`src/rtl/alu_ctrl_seq.sv`:
```
// alu_ctrl_seq: sequenced ALU controller for the MIPS datapath.
// Decodes ALUOp/funct into the 4-bit ALU control code and executes the shift
// family (sll/srl/sra/sllv/srlv/srav) behind a valid/ready handshake.
//
// Ports:
//   clk_i, rst_i         clock, synchronous active-high reset
//   valid_i / ready_o    request handshake (accept = valid_i && ready_o)
//   ALUOp_i, funct_i     operation class / R-type funct field
//   shamt_i, rs_i, rt_i  immediate amount, variable amount source, value to shift
//   ALUCtrl_o            ALU control code (1111 for shifts)
//   shift_res_o          shifter result
//   sel_shift_o          result mux picks shift_res_o
//   illegal_o            undefined ALUOp/funct combination
//   valid_o              one-cycle completion pulse
//
// Build option: ALU_CTRL_BARREL_EN selects a single-cycle barrel shifter and
// drops the SHIFT state; otherwise shifts run 1 bit per cycle.
module alu_ctrl_seq #(
  parameter int DATA_W  = 32,
  parameter int SHAMT_W = 5
) (
  input  logic               clk_i,
  input  logic               rst_i,
  input  logic               valid_i,
  output logic               ready_o,
  input  logic [2:0]         ALUOp_i,
  input  logic [5:0]         funct_i,
  input  logic [SHAMT_W-1:0] shamt_i,
  input  logic [DATA_W-1:0]  rs_i,
  input  logic [DATA_W-1:0]  rt_i,
  output logic [3:0]         ALUCtrl_o,
  output logic [DATA_W-1:0]  shift_res_o,
  output logic               sel_shift_o,
  output logic               illegal_o,
  output logic               valid_o
);

  localparam logic [1:0] IDLE  = 2'd0;
`ifndef ALU_CTRL_BARREL_EN
  localparam logic [1:0] SHIFT = 2'd1;
`endif
  localparam logic [1:0] DONE  = 2'd2;

  logic [1:0]         state;
  logic [3:0]         dec_ctrl;
  logic               dec_ill;
  logic               dec_shift;
  logic [SHAMT_W-1:0] dec_amt;

  // Only the low SHAMT_W bits of rs_i carry the shift amount.
  logic unused_rs_hi;
  assign unused_rs_hi = ^rs_i[DATA_W-1:SHAMT_W];

  assign ready_o = (state == IDLE);
  assign valid_o = (state == DONE);

  // funct[2] marks the variable-amount forms (sllv/srlv/srav).
  assign dec_amt = funct_i[2] ? rs_i[SHAMT_W-1:0] : shamt_i;

  always_comb begin
    dec_ctrl  = 4'b0000;
    dec_ill   = 1'b0;
    dec_shift = 1'b0;
    case (ALUOp_i)
      3'b000:  dec_ctrl = 4'b0010;
      3'b001:  dec_ctrl = 4'b0110;
      3'b100:  dec_ctrl = 4'b0010;
      3'b101:  dec_ctrl = 4'b0111;
      3'b110:  dec_ctrl = 4'b0001;
      3'b111:  dec_ctrl = 4'b0010;
      3'b011:  dec_ill  = 1'b1;
      default: begin
        case (funct_i)
          6'h20: dec_ctrl = 4'b0010;
          6'h22: dec_ctrl = 4'b0110;
          6'h24: dec_ctrl = 4'b0000;
          6'h25: dec_ctrl = 4'b0001;
          6'h2a: dec_ctrl = 4'b0111;
          6'h00, 6'h02, 6'h03, 6'h04, 6'h06, 6'h07: begin
            dec_ctrl  = 4'b1111;
            dec_shift = 1'b1;
          end
          default: dec_ill = 1'b1;
        endcase
      end
    endcase
  end

`ifdef ALU_CTRL_BARREL_EN
  // funct[1:0]: 00 left, 10 logical right, 11 arithmetic right.
  logic [DATA_W-1:0] barrel_res;
  always_comb begin
    case (funct_i[1:0])
      2'b10:   barrel_res = rt_i >> dec_amt;
      2'b11:   barrel_res = $unsigned($signed(rt_i) >>> dec_amt);
      default: barrel_res = rt_i << dec_amt;
    endcase
  end
`else
  logic [1:0]         op_q;
  logic [SHAMT_W-1:0] cnt;
  logic [DATA_W-1:0]  sreg;

  function automatic logic [DATA_W-1:0] shift1(input logic [DATA_W-1:0] v,
                                               input logic [1:0] op);
    case (op)
      2'b10:   shift1 = {1'b0, v[DATA_W-1:1]};
      2'b11:   shift1 = {v[DATA_W-1], v[DATA_W-1:1]};
      default: shift1 = {v[DATA_W-2:0], 1'b0};
    endcase
  endfunction
`endif

  always_ff @(posedge clk_i) begin
    if (rst_i) begin
      state       <= IDLE;
      ALUCtrl_o   <= '0;
      shift_res_o <= '0;
      sel_shift_o <= 1'b0;
      illegal_o   <= 1'b0;
`ifndef ALU_CTRL_BARREL_EN
      op_q        <= '0;
      cnt         <= '0;
      sreg        <= '0;
`endif
    end else begin
      case (state)
        IDLE: if (valid_i) begin
`ifdef ALU_CTRL_BARREL_EN
          state       <= DONE;
          ALUCtrl_o   <= dec_ctrl;
          illegal_o   <= dec_ill;
          sel_shift_o <= dec_shift;
          if (dec_shift) shift_res_o <= barrel_res;
`else
          if (dec_shift) begin
            sreg <= rt_i;
            cnt  <= dec_amt;
            op_q <= funct_i[1:0];
          end
          if (dec_shift && dec_amt != '0) begin
            state <= SHIFT;
          end else begin
            // Non-shift or zero-amount shift completes immediately.
            state       <= DONE;
            ALUCtrl_o   <= dec_ctrl;
            illegal_o   <= dec_ill;
            sel_shift_o <= dec_shift;
            if (dec_shift) shift_res_o <= rt_i;
          end
`endif
        end
`ifndef ALU_CTRL_BARREL_EN
        SHIFT: begin
          sreg <= shift1(sreg, op_q);
          cnt  <= cnt - SHAMT_W'(1);
          // Outputs only move at completion, so the final step writes them.
          if (cnt == SHAMT_W'(1)) begin
            state       <= DONE;
            shift_res_o <= shift1(sreg, op_q);
            ALUCtrl_o   <= 4'b1111;
            sel_shift_o <= 1'b1;
            illegal_o   <= 1'b0;
          end
        end
`endif
        DONE:    state <= IDLE;
        default: state <= IDLE;
      endcase
    end
  end

endmodule

```
`config.mk`:
```
export PLATFORM = sky130hd
export DESIGN_NAME = alu_ctrl_seq
export DESIGN_NICKNAME = d
export VERILOG_FILES = /design/src/rtl/alu_ctrl_seq.sv
export SDC_FILE = /design/constraint.sdc
export NUM_CORES = 1
export LEC_CHECK = 0
export ABC_AREA = 1
export CORE_UTILIZATION = 52
export CTS_CLUSTER_DIAMETER = 80
export DETAILED_ROUTE_END_ITERATION = 10
export DONT_BUFFER_PORTS = 1
export PLACE_DENSITY = 0.77
export SYNTH_ARGS = -nofsm -noshare
export SYNTH_HDL_FRONTEND = slang
export SYNTH_SLANG_ARGS = --single-unit
```
`constraint.sdc`:
```
create_clock -name clk_i -period 1.8 [get_ports clk_i]
set_input_delay 0.45 -clock clk_i [delete_from_list [all_inputs] [get_ports clk_i]]
set_output_delay 0.45 -clock clk_i [all_outputs]
set_load 0.01 [all_outputs]
```
== Word-level counts from Yosys, hierarchy flattened ==
Index checks and enable logic that the tools add are counted.

* Add/subtract/negate cells: 1
* Equal/unequal tests: 25
* Multiplexer cells: 34
* Reductions and logical operators: 16

{| class="wikitable"
|+ Operators with widths
! operator !! count
|-
| $pmux W32 S2 || 3
|-
| $mux W32 || 5
|-
| $pmux W4 S5 || 2
|-
| $eq A6 B6 Y1 const B || 5
|-
| $eq A6 B3 Y1 const B || 3
|-
| $mux W5 || 3
|-
| $eq A3 B3 Y1 const B || 4
|-
| $eq A6 B2 Y1 const B || 2
|-
| $mux W4 || 3
|-
| $reduce_or A6 Y1 || 2
|-
| $reduce_or A11 Y1 || 1
|-
| $pmux W5 S2 || 1
|-
| $mux W1 || 9
|-
| $pmux W4 S2 || 1
|-
| $reduce_or A7 Y1 || 1
|-
| $eq A2 B2 Y1 const B || 3
|-
| $logic_not A6 Y1 || 1
|-
| $mux W2 || 3
|-
| $ne A2 B2 Y1 const B || 3
|-
| $pmux W1 S2 || 3
|-
| $reduce_and A3 Y1 || 2
|-
| $eq A5 B1 Y1 const B || 1
|-
| $reduce_and A5 Y1 || 1
|-
| $reduce_bool A5 Y1 || 1
|-
| other kinds (13) || 13
|}

* Bits in registers: 79
* Input bits: 81
* Word-level logic and storage cells: 84

== Longest topological paths before layout ==
Gate-level depths: netlist of the first run.

* Depth in word-level cells: 8
* Depth in mapped cells: 12

== Least setup slack after synthesis of the first run ==
Ideal clock, no wire load.

* Path kind: input -> register
* From: input funct_i[2]
* To: register shift_res_o[13]
* Arrival time: 1.491 ns
* Data required time: 1.687 ns
* Path slack: 0.196 ns
* Stages on the path: 10
* Buffers on the path: 3
* Cells stage by stage: buf_6 or2_0 o21ai_1 nand3_1 nand2_1 nand2_1 buf_6 buf_6 nor2_1 nor2_1

* Longest elaborated chain between the ends: 7

{| class="wikitable"
|+ Ends and longest elaborated chain
! what !! line !! text
|-
| start, declared || 27 || <nowiki>input logic [5:0] funct_i,</nowiki>
|-
| $eq A6 B2 Y1 (tied with other cells) || 73 || <nowiki>case (funct_i)</nowiki>
|-
| $reduce_or A6 Y1 || -- ||
|-
| $mux W1 || 73 ||
|-
| $mux W1 || 64 || <nowiki>case (ALUOp_i)</nowiki>
|-
| $logic_and A1 B1 Y1 || 141 || <nowiki>if (dec_shift && dec_amt != '0) begin</nowiki>
|-
| $ne A2 B2 Y1 (no source line) || -- ||
|-
| $reduce_and A5 Y1 (no source line) * || -- ||
|-
| end signal, assigned || 149 || <nowiki>if (dec_shift) shift_res_o <= rt_i;</nowiki>
|-
| end signal, assigned || 160 || <nowiki>shift_res_o <= shift1(sreg, op_q);</nowiki>
|-
| end, declared || 32 || <nowiki>output logic [DATA_W-1:0] shift_res_o,</nowiki>
|}

Mark *: on every way between the ends. The rest lies on a longest branch, timed or not.
A chain may end at the register's enable or synchronous reset.

== Worst setup path after layout of the first run ==
* From: register state[0]
* To: output ready_o

* Longest elaborated chain between the ends: 1

{| class="wikitable"
|+ Ends and longest elaborated chain
! what !! line !! text
|-
| start, declared || 44 || <nowiki>logic [1:0] state;</nowiki>
|-
| start signal, assigned || 116 || <nowiki>state <= IDLE;</nowiki>
|-
| start signal, assigned || 142 || <nowiki>state <= SHIFT;</nowiki>
|-
| start signal, assigned || 145 || <nowiki>state <= DONE;</nowiki>
|-
| $logic_not A2 Y1 || 54 || <nowiki>assign ready_o = (state == IDLE);</nowiki>
|-
| end, declared || 25 || <nowiki>output logic ready_o,</nowiki>
|}

No other way between the ends.

==> results of run 1 <==
-- metrics by stage --
stage	instance area (um2)	instances	hold slack [ns]	worst slack [ns]	setup TNS, ns
2_1_floorplan	4130	647	0.424	0.196	0
3_3_place_gp	4260	728	0.451	0.0572	0
3_5_place_dp	4260	728	0.450	-0.0487	-0.524
4_1_cts	4450	743	0.141	0.114	0
5_1_grt	4460	743	0.132	0.00266	0
6_report	4460	743	0.156	0.137	0
-- what timing repair did --
action	CTS	global route
resized for setup	0	2
hold buffers	0	0
endpoints found under the setup margin	0	15
hold endpoints to repair	0	0
-- cell usage in the layout (no fill, tap or decap), drive strengths merged, types with 10 or more instances in the layout --
master and instances:
inv 56, dfxtp 79, clkbuf 10, o21ai 84, nand2 145, nand3 20
a21oi 38, nor2 144, buf 20
-- kinds of logic (layout without fill, tap and decap cells) --
logic type / Yosys count / count (layout) / synth area share
compound gates: 136 / 136 / 0.175
fa+ha+maj: 2 / 2 / 0.00606
buf+inv: 97 / 91 / 0.107
flops: 79 / 79 / 0.383
simple gates: 333 / 333 / 0.329
-- routing by layer --
metal  GRT usage  vias to the layer above  part of all wire
met1       0.316                     1729              0.46
met3      0.0637                       23             0.076
met5           0                        -                 0
li1            -                     2025                 -
met4      0.0860                        0             0.024
met2       0.405                      152              0.44
-- critical path, delay by kind of cell, from the launching register on --
kind	cells	cell delay, ns
and+or+nand+nor	1	0.21
DFF	1	0.33
buffers and inverters	2	0.32
-- power by group through the flow --
stage	Sequential [W]	Combinational [W]	Clock [W]
floorplan	0.00194	0.000328	0
global placement	0.00195	0.000383	0
detailed placement	0.00196	0.000395	0
CTS	0.00192	0.000398	0.00130
global route	0.00193	0.000467	0.00137
finish	0.00192	0.000399	0.00127
-- flip-flops by register name (all words and copies together), names as in the netlist --
signal	count
sel_shift_o	1
illegal_o	1
op_q	2
state	2
shift_res_o	32
sreg	32
cnt	5
ALUCtrl_o	4
-- how the worst min path moves through the flow --
stage	start	end	slack (ns)
6_report	rst_i	ALUCtrl_o[3]	0.16
3_3_place_gp	op_q[0]	op_q[0]	0.45
3_5_place_dp	op_q[0]	op_q[0]	0.45
5_1_grt	rst_i	ALUCtrl_o[3]	0.13
2_1_floorplan	op_q[0]	op_q[0]	0.42
4_1_cts	rst_i	ALUCtrl_o[3]	0.14
-- layout make-up --
cell class	instances	area (um2)
Clock buffer	10	128
Multi-Input combinational cell	471	2110
Fill cell	776	3230
Sequential cell	79	1580
Inverter	56	210
Tap cell	102	128
Clock inverter	5	60.1
Timing Repair Buffer	20	241
==> flow_metrics.tcl, run 1 <==
set metrics [dict create \
    rsz0062_at_grt "false" \
    grt_max_degree 40 \
    crit_path_start "state[0]" \
    worst_r2r_path_depth 11 \
    r2r-start "state[0]" \
    synth-seq-area-share 0.383 \
    cpMostUsedCell "buf_4" \
    drv_slew 0 \
    rows 32 \
    cpMaxStageDelayCell "dfxtp_1" \
    vias 3929 \
    synth_nets 730 \
    avgSynthCellArea_um2 6.38 \
    power_w 0.00358 \
    power_density_nw_per_um2 803 \
    max_stage_delay_ns 0.33 \
    slew-limit-headroom 0.732 \
    cts_inserted_buffers 9 \
    ys_ff_latch 79 \
    crit_end "ready_o" \
    status "finished clean" \
    fmax_mhz 601 \
    synth_area_leader_cell "dfxtp_1" \
    die-area_um2 8300 \
    p_seq_frac 0.535 \
    ff2ff_setup_slack_ns 0.16 \
    setup_viol_count_final 0 \
    ir_worst_vdd_v 0.000514 \
    pwr-share-comb 0.111 \
    cts_tree "built" \
    cts-htree-levels 3 \
    tightest_slew_ns 0.398 \
    dr.pass1.iters 5 \
    ant_nets 0 \
    intPower_w 0.00263 \
    gp_congestion 0.843 \
    grtUsageTotal 0.248 \
    ys_types 28 \
    post_cts_buffers 0 \
    drc_errors 0 \
    finalCriticalPeriod_ns 1.66 \
    clk-insertion-delay-late_ns 0.35 \
    root_buffer "clkbuf_8" \
    path_cells "buf_4, nor2_1, buf_4" \
    wl_per_cell_um 13.1 \
    antenna_found_initial 0 \
    cp-start-kind "register" \
    ys_top_cells_by_count "nand2_1, nor2_1, dfxtp_1, o21ai_0, inv_1" \
    fp.dieW_um 91.1 \
    via_per_inst 5.29 \
    clock_path_buffers 2 \
    drive_gt1_frac 0.0827 \
    min-delay-path-class "in2reg" \
    critPathArrivalTime_ns 1.21 \
    synth_top_area_share 0.383 \
    area_growth_pct 7.97 \
    synth_area_leaders "dfxtp_1, nand2_1, nor2_1" \
    fin_worst_skew_ns 0.00961 \
    hold_viol 0 \
    p_sw_w 0.000956 \
    finalCritPeriodShare 0.924 \
    utilization 0.580 \
    io_buffers 0 \
    swShare 0.267 \
    nNetsFinal 720 \
    drv_cap 0 \
    overflow 0 \
    drt_wl_total_um 9710 \
    clk_pin_slew_ns 0.08 \
    antennaDiodeCount 0 \
    grt_pass1_vias 3895 \
    worstSetupPathType "reg2out" \
    synth_cells 647 \
    grt_pass1_wl_um 16800 \
    cp_max_fo 3 \
    synth_edf_count 0 \
    synth_most_common_cell "nand2_1" \
    clkPwrFrac 0.354 \
    initial_utilization 0.537 \
    post-dp-hpwl_um 6700 \
    min_delay_path_depth 1 \
    synthArstFlopShare 0 \
    ys_warn_count 0 \
    cp.required_ns 1.35 \
    dieHeight_um 91.1 \
    reg2reg_to "shift_res_o[4]" \
    synth_ff_type "dfxtp_1" \
    drt_iter0_markers 242 \
    cts.sinks 79 \
    worst_setup_path_end_kind "output pin" \
    leakage_nw 2.06 \
    syn_area_um2 4130 \
    ioPinCount 121 \
    coreArea_um2 7690 \
]
No activity file was read; power rests on OpenSTA's default activity.
==> run 2, diff against run 1 <==
--- a/config.mk
+++ b/config.mk
@@ -10,6 +10,8 @@
 export CTS_CLUSTER_DIAMETER = 80
 export DETAILED_ROUTE_END_ITERATION = 10
 export DONT_BUFFER_PORTS = 1
+export GPL_ROUTABILITY_DRIVEN = 0
+export MAX_ROUTING_LAYER = met4
 export PLACE_DENSITY = 0.77
 export SYNTH_ARGS = -nofsm -noshare
 export SYNTH_HDL_FRONTEND = slang
==> run 2 against run 1 <==
Power hardly changed; register-to-register slack barely moved; final cell count did not move; clock skew hardly changed; sequential power is essentially flat; sequential share of layout area stayed put; global-route usage up 0.73 points; utilization is the same; die area did not move; worst hold slack improved by 0.0036 ns; clock-buffer cell count unchanged; largest power group unchanged.
==> flow_metrics.tcl, run 2 (same netlist as run 1, synthesis figures left out) <==
set metrics [dict create \
    wl_per_cell_um 13.1 \
    cts.sinks 79 \
    coreArea_um2 7690 \
    vias 3954 \
    finalCritPeriodShare 0.922 \
    ir_worst_vdd_v 0.000509 \
    dr.pass1.iters 7 \
    worstSetupPathType "reg2out" \
    die-area_um2 8300 \
    antenna_found_initial 0 \
    grt_max_degree 40 \
    ioPinCount 121 \
    nNetsFinal 720 \
    slew-limit-headroom 0.734 \
    placed_area_um2 4260 \
    initial_utilization 0.537 \
    area_growth_pct 7.97 \
    overflow 0 \
    drv_slew 0 \
    drv_cap 0 \
    setup_viol_count_final 0 \
    clk_pin_slew_ns 0.08 \
    cts_inserted_buffers 9 \
    min-delay-path-class "in2reg" \
    post-dp-hpwl_um 6700 \
    fp.dieW_um 91.1 \
    post-route-cell-area_um2 4460 \
    rsz0062_at_grt "false" \
    cts-htree-levels 3 \
    grtUsageTotal 0.255 \
    finalCriticalPeriod_ns 1.66 \
    top_regs "shift_res_o (32), sreg (32), cnt (5)" \
    ant_nets 0 \
    antennaDiodeCount 0 \
    fillCellCount 776 \
    clock_path_buffers 2 \
    cp_max_fo 3 \
    io_buffers 0 \
    hold_viol 0 \
    met3_usage 0.0595 \
    clk-insertion-delay-late_ns 0.35 \
    multi_input_area_um2 2110 \
    leakage_nw 2.06 \
    post-place-ws_ns -0.0487 \
    power_density_nw_per_um2 803 \
    cp-start-kind "register" \
    drive_gt1_frac 0.0827 \
    fin_worst_skew_ns 0.00952 \
    setup_ws_ns 0.141 \
    drt_iter0_markers 242 \
    cp.required_ns 1.35 \
    grt_most_used_layer "met2" \
    cts_tree "built" \
    drt_wl_total_um 9730 \
    gr-usage-met1 0.320 \
    drc_errors 0 \
    layout_common_cells "nor2_1, nand2_1, dfxtp_1" \
    rows 32 \
    grt_pass1_vias 3896 \
    tightest_slew_ns 0.394 \
    seq_area_um2 1580 \
    post_cts_buffers 0 \
    dieHeight_um 91.1 \
    root_buffer "clkbuf_8" \
    critPathArrivalTime_ns 1.21 \
    grtUsageMet2 0.405 \
    status "finished clean" \
    fmax_mhz 603 \
    ctsResizeCount 0 \
    via_per_inst 5.32 \
    grt_pass1_wl_um 16800 \
    postCtsHoldBufs 0 \
    worst_setup_path_end_kind "output pin" \
]
==> run 2: layout make-up <==
cell class / instances / area share
inverter: 56 / 0.0472
sequential: 79 / 0.355
multi-input combinational: 471 / 0.473
clock buffer: 10 / 0.0286
tap: 102 / 0.0286
clock inverter: 5 / 0.0135
timing repair buffer: 20 / 0.0542
==> run 2: path summary, 6_finish.rpt <==
kind | start | endpoint | slack, ns | cells past startpoint
setup / recovery | state[0] | ready_o | 0.14 | 3
hold reg to reg | op_q[0] | op_q[0] | 0.46 | 2
hold / removal | rst_i | ALUCtrl_o[3] | 0.16 | 1
setup reg to reg | state[0] | shift_res_o[4] | 0.16 | 11
==> run 2: where the power goes <==
group,internal [W],switching (W)
Sequential,0.00183,0.0000810
Combinational,0.000158,0.000241
Clock,0.000633,0.000631
Total,0.00263,0.000953
==> run 2: stage by stage <==
stage / hold WS, ns / total power, W / util / TNS [ns] / std cells
2_1_floorplan: 0.424 / 0.00227 / - / 0 / 647
3_3_place_gp: 0.451 / 0.00234 / 0.555 / 0 / 728
3_5_place_dp: 0.450 / 0.00235 / 0.555 / -0.524 / 728
4_1_cts: 0.141 / 0.00361 / 0.579 / 0 / 743
5_1_grt: 0.132 / 0.00377 / 0.580 / 0 / 743
6_report: 0.160 / 0.00358 / 0.580 / 0 / 743
==> run 2: worst max-delay path, stage by stage (launching register included) <==
cell and delay, ns:
dfxtp_1 0.33, buf_4 0.14, nor2_1 0.21, buf_4 0.18
==> run 2: per-layer routing <==
layer / wire, um / vias up
met5: 0 / -
met4: 216 / 0
met3: 719 / 21
met2: 4310 / 139
met1: 4490 / 1769
li1: - / 2025
